`src/rtl/slew_limiter.sv`:
```
// rtl/slew_limiter.sv - four-channel slew-rate limiter with one shared time-multiplexed datapath
//
// Purpose:
//   Limits how far each of four calibrated sample channels may move per sample
//   period. Upward moves are capped at rise_step and downward moves at
//   fall_step. A step of 0 turns limiting off in that direction. A single
//   subtract/compare datapath is shared by the channels. After each rising
//   edge of sample_clk an FSM walks it across the channels, one per clk, and
//   then commits all four results at once.
//
// Optional feature:
//   SLEW_LIMITER_EXP_EN - the effective step becomes (|diff| >> EXP_SHIFT)
//   plus the programmed step, clamped to |diff|. This gives an
//   exponential-plus-linear approach. A programmed step of 0 still bypasses
//   limiting. When the macro is undefined, stepping is purely linear, and
//   neither the shifter nor EXP_SHIFT exists.
//
// Ports:
//   clk             system clock
//   rst_n           asynchronous active-low reset
//   sample_clk      codec sample clock (level); a rising edge marks new samples
//   rise_step       unsigned max upward change per sample (0 = no limit)
//   fall_step       unsigned max downward change per sample (0 = no limit)
//   sample_in0..3   signed input samples
//   sample_out0..3  signed slewed outputs, registered, updated together
//   out_valid       one-clk pulse coincident with a sample_out0..3 update
module slew_limiter #(
  parameter int W = 16
`ifdef SLEW_LIMITER_EXP_EN
  , parameter int EXP_SHIFT = 4
`endif
) (
  input  logic                clk,
  input  logic                rst_n,
  input  logic                sample_clk,
  input  logic        [W-1:0] rise_step,
  input  logic        [W-1:0] fall_step,
  input  logic signed [W-1:0] sample_in0,
  input  logic signed [W-1:0] sample_in1,
  input  logic signed [W-1:0] sample_in2,
  input  logic signed [W-1:0] sample_in3,
  output logic signed [W-1:0] sample_out0,
  output logic signed [W-1:0] sample_out1,
  output logic signed [W-1:0] sample_out2,
  output logic signed [W-1:0] sample_out3,
  output logic                out_valid
);

  typedef enum logic [2:0] {
    S_IDLE   = 3'd0,
    S_CH0    = 3'd1,
    S_CH1    = 3'd2,
    S_CH2    = 3'd3,
    S_CH3    = 3'd4,
    S_COMMIT = 3'd5
  } state_e;

  state_e state_q, state_d;
  logic   sclk_q;
  logic   pending_q, pending_d;
  logic   sclk_rise;

  // FSM-decoded controls
  logic       ch_active;
  logic [1:0] ch_sel;
  logic       commit;

  // Per-channel running state and the shared datapath signals
  logic [W-1:0] chan_q [4];
  logic [W-1:0] cur_in;
  logic [W-1:0] cur_st;
  logic signed [W:0] diff;
  logic [W:0]   abs_diff;
  logic         diff_pos;
  logic         diff_neg;
  logic [W-1:0] step;
  logic [W:0]   eff_step;
  logic         limited;
  logic [W-1:0] next_st;

  // sample_clk is compared against its own one-clk-old copy
  assign sclk_rise = ~sclk_q & sample_clk;

  // ---------------------------------------------------------------------------
  // FSM: state register
  // ---------------------------------------------------------------------------
  always_ff @(posedge clk or negedge rst_n) begin
    if (!rst_n) begin
      state_q   <= S_IDLE;
      sclk_q    <= 1'b0;
      pending_q <= 1'b0;
    end else begin
      state_q   <= state_d;
      sclk_q    <= sample_clk;
      pending_q <= pending_d;
    end
  end

  // ---------------------------------------------------------------------------
  // FSM: next state
  // An edge seen outside IDLE is remembered in pending. Any number of such
  // edges collapse into one. In IDLE, a live edge and a pending edge start the
  // same single pass, so a request is never lost when it arrives together with
  // the return to IDLE.
  // ---------------------------------------------------------------------------
  always_comb begin
    state_d   = state_q;
    pending_d = pending_q;
    case (state_q)
      S_IDLE: begin
        if (sclk_rise || pending_q) begin
          state_d   = S_CH0;
          pending_d = 1'b0;
        end
      end
      S_CH0:    state_d = S_CH1;
      S_CH1:    state_d = S_CH2;
      S_CH2:    state_d = S_CH3;
      S_CH3:    state_d = S_COMMIT;
      S_COMMIT: state_d = S_IDLE;
      default:  state_d = S_IDLE;
    endcase
    if (state_q != S_IDLE && sclk_rise) begin
      pending_d = 1'b1;
    end
  end

  // ---------------------------------------------------------------------------
  // FSM: output decode
  // ---------------------------------------------------------------------------
  always_comb begin
    ch_active = 1'b0;
    ch_sel    = 2'd0;
    commit    = 1'b0;
    case (state_q)
      S_CH0:    begin ch_active = 1'b1; ch_sel = 2'd0; end
      S_CH1:    begin ch_active = 1'b1; ch_sel = 2'd1; end
      S_CH2:    begin ch_active = 1'b1; ch_sel = 2'd2; end
      S_CH3:    begin ch_active = 1'b1; ch_sel = 2'd3; end
      S_COMMIT: commit = 1'b1;
      default:  ;
    endcase
  end

  // ---------------------------------------------------------------------------
  // Shared datapath
  // ---------------------------------------------------------------------------
  always_comb begin
    cur_in = sample_in0;
    case (ch_sel)
      2'd0:    cur_in = sample_in0;
      2'd1:    cur_in = sample_in1;
      2'd2:    cur_in = sample_in2;
      default: cur_in = sample_in3;
    endcase
  end

  assign cur_st = chan_q[ch_sel];

  // The subtraction uses one extra bit, so full-scale swings cannot overflow
  assign diff     = $signed({cur_in[W-1], cur_in}) - $signed({cur_st[W-1], cur_st});
  assign diff_neg = diff[W];
  assign diff_pos = ~diff[W] & (diff != '0);
  assign abs_diff = diff_neg ? $unsigned(-diff) : $unsigned(diff);
  assign step     = diff_pos ? rise_step : fall_step;

`ifdef SLEW_LIMITER_EXP_EN
  // Proportional term plus the linear floor. abs_diff is at most 2^W-1 and
  // step is below 2^W, so the W+1-bit sum does not overflow.
  assign eff_step = (abs_diff >> EXP_SHIFT) + {1'b0, step};
`else
  assign eff_step = {1'b0, step};
`endif

  // A zero step bypasses the limit. A step that reaches the input lands on it
  // exactly, so the result never overshoots.
  assign limited = (step != '0) && (eff_step < abs_diff);

  // When limited, eff_step < |diff|. The result therefore lies strictly
  // between the old state and the input, which means W-bit wrap-around
  // arithmetic gives the exact value and no saturation is needed.
  always_comb begin
    next_st = cur_in;
    if (limited) begin
      next_st = diff_pos ? (cur_st + eff_step[W-1:0]) : (cur_st - eff_step[W-1:0]);
    end
  end

  // ---------------------------------------------------------------------------
  // Channel state registers
  // ---------------------------------------------------------------------------
  always_ff @(posedge clk or negedge rst_n) begin
    if (!rst_n) begin
      for (int i = 0; i < 4; i++) begin
        chan_q[i] <= '0;
      end
    end else if (ch_active) begin
      chan_q[ch_sel] <= next_st;
    end
  end

  // ---------------------------------------------------------------------------
  // Output registers: all four channels change on the same edge as out_valid
  // ---------------------------------------------------------------------------
  always_ff @(posedge clk or negedge rst_n) begin
    if (!rst_n) begin
      sample_out0 <= '0;
      sample_out1 <= '0;
      sample_out2 <= '0;
      sample_out3 <= '0;
      out_valid   <= 1'b0;
    end else begin
      out_valid <= commit;
      if (commit) begin
        sample_out0 <= chan_q[0];
        sample_out1 <= chan_q[1];
        sample_out2 <= chan_q[2];
        sample_out3 <= chan_q[3];
      end
    end
  end

endmodule
```
`config.mk`:
```
export PLATFORM = sky130hd
export DESIGN_NAME = slew_limiter
export DESIGN_NICKNAME = d
export VERILOG_FILES = /design/src/rtl/slew_limiter.sv
export SDC_FILE = /design/constraint.sdc
export NUM_CORES = 1
export LEC_CHECK = 0
export CAP_MARGIN = 40
export CORE_MARGIN = 1
export CORE_UTILIZATION = 48
export CTS_CLUSTER_DIAMETER = 150
export DETAILED_ROUTE_END_ITERATION = 6
export GPL_ROUTABILITY_DRIVEN = 0
export GPL_TIMING_DRIVEN = 0
export PLACE_DENSITY = 0.79
export SYNTH_ARGS = -nofsm -noshare
export SYNTH_HDL_FRONTEND = slang
export SYNTH_SLANG_ARGS = --single-unit
```
`constraint.sdc`:
```
create_clock -name clk -period 8.4 [get_ports clk]
set_input_delay 2.1 -clock clk [delete_from_list [all_inputs] [get_ports clk]]
set_output_delay 2.1 -clock clk [all_outputs]
set_load 0.02 [all_outputs]
```
# Yosys cells after proc, flatten, opt, wreduce, memory -nomap -nowiden
# Index checks and enable logic that the tools add are counted.
op_classes:
  add_sub_neg: 4
  n_lt_le_gt_ge: 3
  eq_ne: 8
  mux: 19
  bitwise_logic: 5
  n_reduce_logical: 13
op_table:
  columns: ["op", "count"]
  rows:
  - ["2-to-1 mux 16 bit", 6]
  - ["bitwise mux 64 bit", 1]
  - ["case mux 16 bit (3 select lines)", 1]
  - ["binary-select mux 16 bit (select 2 bit)", 1]
  - ["demux 16 bit (select 2 bit)", 1]
  - ["< comparator 16 x 17 -> 1 bit", 1]
  - ["2-to-1 mux 17 bit", 1]
  - ["negator 17 bit", 1]
  - ["nonzero test 17 bit", 1]
  - ["subtractor 16 x 16 -> 17 bit", 1]
  - ["adder 16 bit", 1]
  - ["nonzero test 16 bit", 1]
  - ["subtractor 16 bit", 1]
  - ["case mux 3 bit (5 select lines)", 1]
  - ["== test 3 x 2 -> 1 bit (second input constant)", 2]
  - ["== test 3 bit (second input constant)", 2]
  - ["case mux 2 bit (3 select lines)", 1]
  - ["2-to-1 mux 1 bit", 5]
  - ["nonzero test 2 bit", 2]
  - ["OR reduction 4 bit", 1]
  - ["== test 3 x 1 -> 1 bit (second input constant)", 1]
  - [">= comparator 3 bit (second input constant)", 1]
  - ["logical AND 1 bit", 3]
  - ["logical NOT 3 bit", 1]
  - ["12 further kinds", 14]
totals:
  ff_bits: 134
  in_bits: 99
  output_inout_bits: 65
  word_cells: 64

# Logic depth before layout (Yosys ltp)
# Gate-level depths: netlist of the first run.
logic_depth:
  depth_word: 14
  mapped_depth: 40

# Worst setup path before layout of the first run
# Ideal clock, no wire load.
synth_timing:
  path_type: "input to register"
  from: "input sample_in2[3]"
  to: "register chan_q[46] in the netlist's numbering"
  setup_ps: 132
  arrival_time_ps: 7952
  required_ps: 8268
  slack_ps: 316
  path_stages: 34
  n_path_buf: 3
  cell_sequence: "mux2i_1 > nand2_1 > o211ai_1 > o21ai_0 > ha_1 > clkbuf_1 > inv_1 > a2111oi_0 > a41o_1 > or4b_1 > buf_2 > and3_1 > o311a_1 > nand4b_2 > nor4b_4 > nor2_1 > clkbuf_1 > o21ai_0 > fa_1 > a21o_1 > a21oi_1 > o21ai_0 > a21o_1 > a21o_1 > nand3_1 > nand2_1 > a21oi_1 > inv_1 > a21oi_1 > o21bai_1 > a21oi_1 > xnor2_1 > mux2i_1 > o21ai_0"
synth_via:
  elab_chain_cells: 9
  elab_cells_between_ends: 16
  cone_classes: "add/sub (4); order compare (1); mux (6); bitwise (2); reduce/logical (3)"
synth_rtl:
  columns: ["item", "line", "text"]
  rows:
  - ["from (decl)", "40", "input logic signed [W-1:0] sample_in2,"]
  - ["case mux 16 bit (3 select lines) (*)", "150", "case (ch_sel)"]
  - ["subtractor 16 x 16 -> 17 bit (*)", "161", "assign diff = $signed({cur_in[W-1], cur_in}) - $signed({cur_st[W-1], cur_st});"]
  - ["branches (longest 5 deep; another with negator 17 bit)", null, null]
  - ["2-to-1 mux 16 bit (*)", "184", "if (limited) begin"]
  - ["bitwise mux 64 bit (*)", "198", "chan_q[ch_sel] <= next_st;"]
  - ["to (signal, indexed assignment)", "198", null]
  - ["to (decl)", "69", "logic [W-1:0] chan_q [4];"]
# Every way passes the cells marked *.
# A chain may end at the register's enable or synchronous reset.

# Final worst setup path of the first run
layout_timing:
  from: "input sample_in2[0]"
  to: "register chan_q[62] in the netlist's numbering"
# Same word-level chain as after synthesis.

==> results of run 1 <==
## registers in the layout, summed over array words and instances, names as in the netlist
| register | flops |
|---|---|
| pending_q | 1 |
| state_q | 3 |
| chan_q | 64 |
| sample_out1 | 16 |
| sclk_q | 1 |
| sample_out0 | 16 |
| sample_out2 | 16 |
| sample_out3 | 16 |
| out_valid | 1 |
## worst max path at each step
stage | from | end | slack, ns | cells after the start
detailed placement | sample_in2[3] | chan_q[46]$_DFFE_PN0P_ | -1.52 | 35
global route | sample_in2[0] | chan_q[15]$_DFFE_PN0P_ | -0.1 | 32
finish | sample_in2[0] | chan_q[62]$_DFFE_PN0P_ | 0.09 | 35
floorplan | sample_in2[3] | chan_q[46]$_DFFE_PN0P_ | 0.32 | 34
CTS | sample_in2[3] | chan_q[33]$_DFFE_PN0P_ | 0.007 | 30
global placement | sample_in2[3] | chan_q[46]$_DFFE_PN0P_ | -1.35 | 35
## timing repair
| item | 4_1_cts | 5_1_grt |
|---|---|---|
| hold endpoints to repair | 0 | 0 |
| setup buffers | 3 | 13 |
| pin swaps | 3 | 16 |
| gates resized for setup | 45 | 70 |
| endpoints found under the setup margin | 64 | 64 |
## cell usage after synthesis (3+ instances only)
master / count / area [um^2]
a21o_1: 18 / 135
xnor2_1: 28 / 245
clkbuf_1: 46 / 173
dfrtp_1: 134 / 3350
a211oi_2: 3 / 37.5
ha_1: 49 / 613
and2_1: 5 / 31.3
nand2b_1: 11 / 68.8
a22oi_1: 12 / 90.1
nand3_1: 12 / 60.1
o31ai_1: 18 / 135
nor4_1: 5 / 31.3
o31a_1: 4 / 35.0
a21oi_1: 55 / 275
buf_1: 3 / 11.3
and3_1: 4 / 25.0
nor2b_1: 9 / 56.3
buf_2: 7 / 35.0
nand4_1: 11 / 68.8
o21a_1: 16 / 120
inv_1: 34 / 128
nor3_1: 14 / 70.1
a31oi_1: 7 / 43.8
a221oi_1: 6 / 52.6
xor2_1: 20 / 175
nand3b_1: 4 / 30.0
mux2i_1: 50 / 500
nor2_1: 59 / 221
nand2_1: 304 / 1140
a211o_1: 5 / 43.8
a211oi_1: 3 / 22.5
or4_1: 3 / 22.5
mux2_2: 16 / 180
o21ai_1: 6 / 30.0
o21ai_0: 91 / 455
or3_1: 4 / 25.0
o211ai_1: 14 / 105
## cell families (layout without fill, tap and decap cells)
family	after synthesis	in the layout	share of synthesized area
flip-flops	134	134	0.361
adder cells (fa/ha/maj)	52	52	0.0715
AND/OR/NAND/NOR	459	459	0.216
multiplexers	67	67	0.0758
XOR/XNOR	49	49	0.0471
buffers and inverters	94	303	0.0402
AO/OA/AOI/OAI	277	277	0.188
## routing by layer
layer / GRT usage / vias to the layer above
met4: 0.129 / 0
met5: 0 / -
met1: 0.379 / 4380
met3: 0.0397 / 109
li1: - / 4334
met2: 0.495 / 509
## cell type report
cell class              instances  area [um^2]
repair buffers                181         1790
inverters                      36          135
multi-input cells             904         5900
fillers                      1507         6450
well taps                     260          325
clock buffers                  18          439
plain buffers                  54          258
flip-flops and latches        134         3350
clock inverters                14          174
## critical path, delay by kind of cell
| family | cells | cell delay, ns |
|---|---|---|
| AOI/OAI and AO/OA | 16 | 2.63 |
| and+or+nand+nor | 8 | 1.75 |
| buffers and inverters | 4 | 0.82 |
| adders and majority gates | 3 | 0.71 |
| xor gates and xnor gates | 2 | 0.37 |
| muxes | 2 | 0.26 |
## metrics by stage
step	std cells	hold slack (ns)	cell area, um^2	setup WS (ns)	TNS (ns)
floorplan	1132	0.460	9280	0.316	0
global placement	1555	0.460	11200	-1.35	-74.40
detailed placement	1557	0.461	11300	-1.52	-81.10
CTS	1589	0.476	12100	0.00732	0
global route	1601	0.491	12400	-0.0995	-1.97
finish	1601	0.473	12400	0.0897	0
==> summary.md, run 1 <==
| Metric | Value |
|---|---|
| Outcome | `finished with violations` |
| Failing checks | `DRC` |
| Routed wl met2 | `14100 um` |
| Slew @ Worst Pin | `0.815 ns` |
| Area of the die | `19900 um^2` |
| DRC violations left | `1` |
| Worst reg2reg endpoint | `chan_q[62]$_DFFE_PN0P_` |
| Required time of the critical path | `8.75 ns` |
| GR Util All Layers | `0.294` |
| CTS H-tree depth | `4` |
| Post-route minimum period | `8.31 ns` |
| Largest net degree at the start of global routing | `88` |
| Row count | `50` |
| Fraction of registers with async set or reset after synthesis | `1.00` |
| Worst r2r path cells | `37` |
| Hold Path Class | `flip-flop to flip-flop` |
| Final setup vio count | `0` |
| Slew Limit Fails | `0` |
| Synth Flop Type | `dfrtp_1` |
| DRT antenna net count | `0` |
| CTS tree | `built` |
| Number of global-route vias before repair | `8761` |
| Worst-skew pair later-pin latency | `0.43 ns` |
| # hold bufs at CTS | `0` |
| Post-layout nets | `1478` |
| M1 WL | `12000 um` |
| Initial antenna violation count | `0` |
| Core ar. | `18800 um^2` |
| Mapped Area | `9280 um^2` |
| FF-to-FF Start | `state_q[0]$_DFFE_PN0P_` |
| Total congestion overflow | `0` |
| Post-synth EDFFs | `0` |
| Final Skew | `0.00672 ns` |
| IO buf count | `163` |
| Die extent in y | `141 um` |
| Yosys synthesis warning count | `0` |
| Register bit total from synthesis | `134` |
| CTS Root Cell | `clkbuf_16` |
| CP max stage cell | `or4b_4` |
| Cell variety after synth | `70` |
| Fmax | `0.120 GHz` |
| Mean area per synthesized cell | `8.20 um^2` |
| Layout cell share with drive strength beyond 1 | `0.116` |
| Crit path capture type | `flip-flop` |
| Final wirelength | `29300 um` |
| Final Util | `0.657` |
| Max cap viols | `0` |
| Iter 0 DRT Violations | `876` |
| Clk sinks | `134` |
| Global-route wire length before repair | `45600 um` |
| DR pass1 iterations | `7` |
| Die width | `141 um` |
| Tcrit/Tclk final | `0.989` |
| Clk pin slew, worst setup/hold paths | `0.06 ns` |
| Hold depth | `2` |
| Hold Vio Cnt, Final | `0` |
| Ant. Diodes | `0` |
| Worst Path Max Fanout | `7` |
| Via density | `5.83` |
| Worst R2R Setup Slack | `0.15 ns` |
| Max incr delay on CP | `0.61 ns` |
| Detail Placement HPWL | `22500 um` |
| Synth Net Count | `1282` |
| Hold Path Sink | `sample_out0[0]$_DFFE_PN0P_` |
| Inserted Clock Buffers | `17` |
| Area Growth Syn to Fin | `33.4%` |
| Routed len/inst | `18.3 um` |
| Hold wc startpoint | `sample_out0[0]$_DFFE_PN0P_` |
| Max-slew headroom | `0.451` |
| Top layer in use | `met4` |
| Leading cell types in the layout, fill and taps excluded | `nand2_1, clkdlybuf4s50_1, dfrtp_1, o21ai_0, nor2_1` |
| Met3 wire length | `2030 um` |
| WP data arrival | `8.66 ns` |
| Crit start category | `input pin` |
| Initial core utilization | `0.493` |
| Worst path most repeated cell | `a21oi_2` |
| Seq/Total Area, Yosys | `0.361` |
| Most common cell after layout, fill and taps aside | `nand2_1` |
| Crit Path Class | `input pin to flip-flop` |
| Max clock buf depth | `2` |
| Mapped Cells | `1132` |
| Vias | `9332` |
| I/O Pins | `164` |
Power of run 1 is left out: the tool's default activity adds up to more than one toggle a clock period on the data nets, which glitch-free logic cannot reach.
==> inputs of run 2 (changes only) <==
--- a/config.mk
+++ b/config.mk
@@ -5,7 +5,6 @@
 export SDC_FILE = /design/constraint.sdc
 export NUM_CORES = 1
 export LEC_CHECK = 0
-export CAP_MARGIN = 40
 export CORE_MARGIN = 1
 export CORE_UTILIZATION = 48
 export CTS_CLUSTER_DIAMETER = 150
==> summary.md, run 2 (synthesis results as in run 1) <==
| Metric | Value |
|---|---|
| # hold bufs at CTS | `0 (unchanged)` |
| Number of global-route vias before repair | `8848 (was 8761)` |
| Max-slew headroom | `0.476 (was 0.451)` |
| Non-Filler Instances | `1603 (was 1601)` |
| Core ar. | `18800 um^2 (unchanged)` |
| Filler instances | `1489 (was 1507)` |
| DR pass1 iterations | `6 (was 7)` |
| Leading cell types in the layout, fill and taps excluded | `nand2_1, clkdlybuf4s50_1, dfrtp_1, o21ai_0, nor2_1 (unchanged)` |
| FF-to-FF Start | `state_q[0]$_DFFE_PN0P_ (unchanged)` |
| Worst Path Max Fanout | `7 (unchanged)` |
| Vias | `9460 (was 9332)` |
| Post-layout nets | `1480 (was 1478)` |
| Max reg flops | `64 (unchanged)` |
| Clk sinks | `134 (unchanged)` |
| Initial core utilization | `0.493 (unchanged)` |
| Reg with most FFs | `chan_q (unchanged)` |
| Max incr delay on CP | `0.61 ns (about the same)` |
| Layout cell share with drive strength beyond 1 | `0.118 (was 0.116)` |
| Hold wc startpoint | `sample_out0[0]$_DFFE_PN0P_ (unchanged)` |
| Hold Path Class | `flip-flop to flip-flop (unchanged)` |
| Area of the die | `19900 um^2 (unchanged)` |
| Area of the multi-input gates | `5950 um^2 (was 5900 um^2)` |
| Ant. Diodes | `0 (unchanged)` |
| Largest net degree at the start of global routing | `88 (unchanged)` |
| Worst path most repeated cell | `a21oi_2 (unchanged)` |
| Global-route wire length before repair | `46000 um (was 45600 um)` |
| Clk pin slew, worst setup/hold paths | `0.06 ns (about the same)` |
| Routed len/inst | `18.7 um (was 18.3 um)` |
| # placed instances | `1556 (was 1557)` |
| Max clock buf depth | `2 (unchanged)` |
| Fmax | `0.121 GHz (was 0.120 GHz)` |
| Die width | `141 um (unchanged)` |
| CTS Root Cell | `clkbuf_16 (unchanged)` |
| Max cap viols | `0 (unchanged)` |
| Crit Path Class | `input pin to flip-flop (unchanged)` |
| Worst hold slack | `0.473 ns (about the same)` |
| CP top delay family | `compound AO/OA/AOI/OAI gates (unchanged)` |
| Iter 0 DRT Violations | `976 (was 876)` |
| Final wirelength | `29900 um (was 29300 um)` |
| Initial antenna violation count | `0 (unchanged)` |
| WP buf/inv | `4 (unchanged)` |
| Outcome | `finished clean (was finished with violations)` |
| I/O Pins | `164 (unchanged)` |
| Via density | `5.90 (was 5.83)` |
| CTS tree | `built (unchanged)` |
| Post-route minimum period | `8.25 ns (was 8.31 ns)` |
| Tcrit/Tclk final | `0.982 (was 0.989)` |
| IO buf count | `163 (unchanged)` |
| DRT antenna net count | `0 (unchanged)` |
| Final setup vio count | `0 (unchanged)` |
| Slew @ Worst Pin | `0.785 ns (was 0.815 ns)` |
| Most common cell after layout, fill and taps aside | `nand2_1 (unchanged)` |
| DRC violations left | `0 (was 1)` |
| CTS H-tree depth | `4 (unchanged)` |
| Crit path launch | `sample_in1[0] (was sample_in2[0])` |
| Row count | `50 (unchanged)` |
| Area Growth Syn to Fin | `34.3% (was 33.4%)` |
| Slew Limit Fails | `0 (unchanged)` |
| Crit path capture type | `flip-flop (unchanged)` |
| Detail Placement HPWL | `22400 um (was 22500 um)` |
| FF+latch area | `3350 um^2 (unchanged)` |
| Worst-skew pair later-pin latency | `0.42 ns (was 0.43 ns)` |
| Die extent in y | `141 um (unchanged)` |
| Setup TNS | `0 ns (unchanged)` |
| Total congestion overflow | `0 (unchanged)` |
| Inserted Clock Buffers | `17 (unchanged)` |
| Final Skew | `0.00659 ns (was 0.00672 ns)` |
| Crit start category | `input pin (unchanged)` |
| CP max stage cell | `or4b_4 (unchanged)` |
| GR Util All Layers | `0.299 (was 0.294)` |
| Required time of the critical path | `8.68 ns (was 8.75 ns)` |
| Hold Vio Cnt, Final | `0 (unchanged)` |
| WP data arrival | `8.53 ns (was 8.66 ns)` |
## run 2: metrics by stage
| stage | setup slack [ns] | instance area [um^2] | utilization |
|---|---|---|---|
| 6_report | 0.148 | 12500 | 0.662 |
| 5_1_grt | -0.143 | 12500 | 0.662 |
| 3_3_place_gp | -1.35 | 11200 | 0.597 |
| 3_5_place_dp | -1.51 | 11300 | 0.598 |
| 4_1_cts | -0.0135 | 12100 | 0.642 |
| 2_1_floorplan | 0.316 | 9280 | - |
## run 2: worst paths after layout
path,endpoint,slack [ns],cells past startpoint
setup / recovery,chan_q[62]$_DFFE_PN0P_,0.15,35
hold / removal,sample_out0[0]$_DFFE_PN0P_,0.47,2
setup reg to reg,chan_q[62]$_DFFE_PN0P_,0.25,37
hold reg to reg,sample_out0[0]$_DFFE_PN0P_,0.47,2
max in group asynchronous,sample_out1[9]$_DFFE_PN0P_,6.04,2
min in group asynchronous,sample_out2[2]$_DFFE_PN0P_,1.60,1
## run 2: cell type report
type | count | share of cell area
Buffer | 53 | 0.0205
Clock buffer | 18 | 0.0353
Clock inverter | 14 | 0.0140
Inverter | 36 | 0.0108
Multi-Input combinational cell | 904 | 0.477
Sequential cell | 134 | 0.269
Tap cell | 260 | 0.0261
Timing Repair Buffer | 184 | 0.147
## run 2: layer usage
metal	GRT usage	wire, um	up-vias
met2	0.506	14500	492
met1	0.372	11900	4489
met3	0.0523	2180	116
li1	-	-	4363
met4	0.140	1400	0
met5	0	0	-
## run 2: worst register-to-register path, delay by kind of cell, from the launching register on
| kind | cells | cell delay (ns) |
|---|---|---|
| compound gates | 16 | 3.02 |
| simple gates | 8 | 1.78 |
| buf+inv | 7 | 1.45 |
| fa+ha+maj | 2 | 0.51 |
| mux | 2 | 0.50 |
| flops | 1 | 0.45 |
| xor+xnor | 2 | 0.30 |
## run 2: timing repair
item                       CTS  global route
pin swaps                    4            29
gates resized for setup     51            74
cloned                       0             1
setup endpoints to repair   64            64
setup buffers                4            15
Power of run 2 is left out for the same reason.
==> inputs of run 3 (changes only) <==
--- a/config.mk
+++ b/config.mk
@@ -9,9 +9,11 @@
 export CORE_UTILIZATION = 48
 export CTS_CLUSTER_DIAMETER = 150
 export DETAILED_ROUTE_END_ITERATION = 6
+export DONT_BUFFER_PORTS = 1
 export GPL_ROUTABILITY_DRIVEN = 0
 export GPL_TIMING_DRIVEN = 0
-export PLACE_DENSITY = 0.79
+export PLACE_DENSITY = 0.68
+export SKIP_LAST_GASP = 1
 export SYNTH_ARGS = -nofsm -noshare
 export SYNTH_HDL_FRONTEND = slang
 export SYNTH_SLANG_ARGS = --single-unit
==> summary.md, run 3 (synthesis results as in run 1) <==
| Metric | Value |
|---|---|
| Crit Path Class | `input pin to flip-flop (unchanged)` |
| Inserted Clock Buffers | `17 (unchanged)` |
| Max cap viols | `0 (unchanged)` |
| Worst-skew pair later-pin latency | `0.42 ns (about the same)` |
| Worst path most repeated cell | `nand2_1 (was a21oi_2)` |
| Max-slew headroom | `0.430 (was 0.476)` |
| DR pass1 iterations | `7 (was 6)` |
| Final worst slack | `0.352 ns (was 0.148 ns)` |
| Iter 0 DRT Violations | `683 (was 976)` |
| M1 WL | `11900 um (about the same)` |
| Leading cell types in the layout, fill and taps excluded | `nand2_1, dfrtp_1, o21ai_0, nor2_1, a21oi_1 (was nand2_1, clkdlybuf4s50_1, dfrtp_1, o21ai_0, nor2_1)` |
| DRT antenna net count | `0 (unchanged)` |
| Post-layout nets | `1303 (was 1480)` |
| Max clock buf depth | `2 (unchanged)` |
| Routed wl met2 | `13200 um (was 14500 um)` |
| Final wirelength | `27600 um (was 29900 um)` |
| Outcome | `finished clean (unchanged)` |
| # hold bufs at CTS | `0 (unchanged)` |
| Reg with most FFs | `chan_q (unchanged)` |
| Core ar. | `18800 um^2 (unchanged)` |
| Ant. Diodes | `0 (unchanged)` |
| Post-Place Worst Slack | `-1.08 ns (was -1.51 ns)` |
| IO buf count | `0 (was 163)` |
| Slew Limit Fails | `0 (unchanged)` |
| Crit path capture type | `flip-flop (unchanged)` |
| Die width | `141 um (unchanged)` |
| Area Growth Syn to Fin | `13.3% (was 34.3%)` |
| Routed len/inst | `19.4 um (was 18.7 um)` |
| Hold Path Class | `flip-flop to flip-flop (unchanged)` |
| Post-route minimum period | `8.05 ns (was 8.25 ns)` |
| CP max stage cell | `or4b_4 (unchanged)` |
| I/O Pins | `164 (unchanged)` |
| Final Skew | `0.0104 ns (was 0.00659 ns)` |
| Slew @ Worst Pin | `0.847 ns (was 0.785 ns)` |
| CTS H-tree depth | `4 (unchanged)` |
| Die extent in y | `141 um (unchanged)` |
| Met3 wire length | `1450 um (was 2180 um)` |
| DRC violations left | `0 (unchanged)` |
| Max reg flops | `64 (unchanged)` |
| Global-route wire length before repair | `42900 um (was 46000 um)` |
| Filler instances | `1731 (was 1489)` |
| Row count | `50 (unchanged)` |
| Hold Vio Cnt, Final | `0 (unchanged)` |
| Via density | `5.96 (was 5.90)` |
| Initial antenna violation count | `0 (unchanged)` |
| Tcrit/Tclk final | `0.958 (was 0.982)` |
| Area of the die | `19900 um^2 (unchanged)` |
| GR Util All Layers | `0.281 (was 0.299)` |
| Layout cell share with drive strength beyond 1 | `0.103 (was 0.118)` |
| Most common cell after layout, fill and taps aside | `nand2_1 (unchanged)` |
| Largest net degree at the start of global routing | `135 (was 88)` |
| Final setup vio count | `0 (unchanged)` |
| Vias | `8500 (was 9460)` |
| Number of global-route vias before repair | `8052 (was 8848)` |
| CTS Root Cell | `clkbuf_16 (unchanged)` |
| Worst r2r path cells | `37 (unchanged)` |
| Required time of the critical path | `8.68 ns (about the same)` |
| Crit start category | `input pin (unchanged)` |
| Max incr delay on CP | `0.64 ns (was 0.61 ns)` |
| CTS tree | `built (unchanged)` |
| Total congestion overflow | `0 (unchanged)` |
| Top layer in use | `met4 (unchanged)` |
| Clk sinks | `134 (unchanged)` |
| Clk pin slew, worst setup/hold paths | `0.06 ns (about the same)` |
| Worst Path Max Fanout | `9 (was 7)` |
| Detail Placement HPWL | `21500 um (was 22400 um)` |
| Unrepaired setup endpoints after global routing | `true` |
| Initial core utilization | `0.493 (unchanged)` |
| Fmax | `0.124 GHz (was 0.121 GHz)` |
| Hold depth | `2 (unchanged)` |
| WP data arrival | `8.33 ns (was 8.53 ns)` |
## run 3: critical path, delay by kind of cell
kind / cells / cell delay (ns)
XOR/XNOR: 2 / 0.35
AND/OR/NAND/NOR: 9 / 1.84
AO/OA/AOI/OAI: 16 / 2.87
multiplexers: 2 / 0.41
adder cells (fa/ha/maj): 2 / 0.56
buffers and inverters: 2 / 0.19
## run 3: final timing paths
check                                             from                    endpoint  slack [ns]
worst min-delay path            chan_q[41]$_DFFE_PN0P_      chan_q[41]$_DFFE_PN0P_        0.51
max in group asynchronous                        rst_n      chan_q[28]$_DFFE_PN0P_        6.80
worst max register to register  state_q[2]$_DFFE_PN0P_      chan_q[46]$_DFFE_PN0P_        0.45
min in group asynchronous                        rst_n  sample_out3[2]$_DFFE_PN0P_        1.38
worst min register to register  chan_q[41]$_DFFE_PN0P_      chan_q[41]$_DFFE_PN0P_        0.51
worst max-delay path                     sample_in2[3]      chan_q[46]$_DFFE_PN0P_        0.35
## run 3: layout make-up
class | instances | area [um^2] | share of cell area
Timing Repair Buffer | 7 | 52.6 | 0.00500
Inverter | 36 | 135 | 0.0129
Clock inverter | 13 | 204 | 0.0194
Clock buffer | 19 | 443 | 0.0421
Multi-Input combinational cell | 904 | 5760 | 0.548
Sequential cell | 134 | 3350 | 0.319
Tap cell | 260 | 325 | 0.0310
Buffer | 53 | 234 | 0.0223
## run 3: per-stage QoR
stage	std cells	cell area [um^2]	hold slack [ns]	TNS, ns	util
after global routing	1426	10500	0.537	-0.106	0.558
after global placement	1392	9600	0.489	-46.46	0.510
after floorplan	1132	9280	0.460	0	-
final	1426	10500	0.507	0	0.558
after CTS	1424	10300	0.508	0	0.549
after detailed placement	1392	9600	0.492	-52.77	0.510
## run 3: repair_timing
action                                  CTS  global route
endpoints found under the setup margin   64            64
gates resized for setup                  24            44
buffers inserted                          1             6
pin swaps                                 2             9
## run 3: per-layer routing
layer / global-route usage / vias to the layer above
met2: 0.466 / 346
met5: 0 / -
met4: 0.128 / 0
li1: - / 3989
met3: 0.0418 / 77
met1: 0.362 / 4088
Power of run 3 is left out for the same reason.
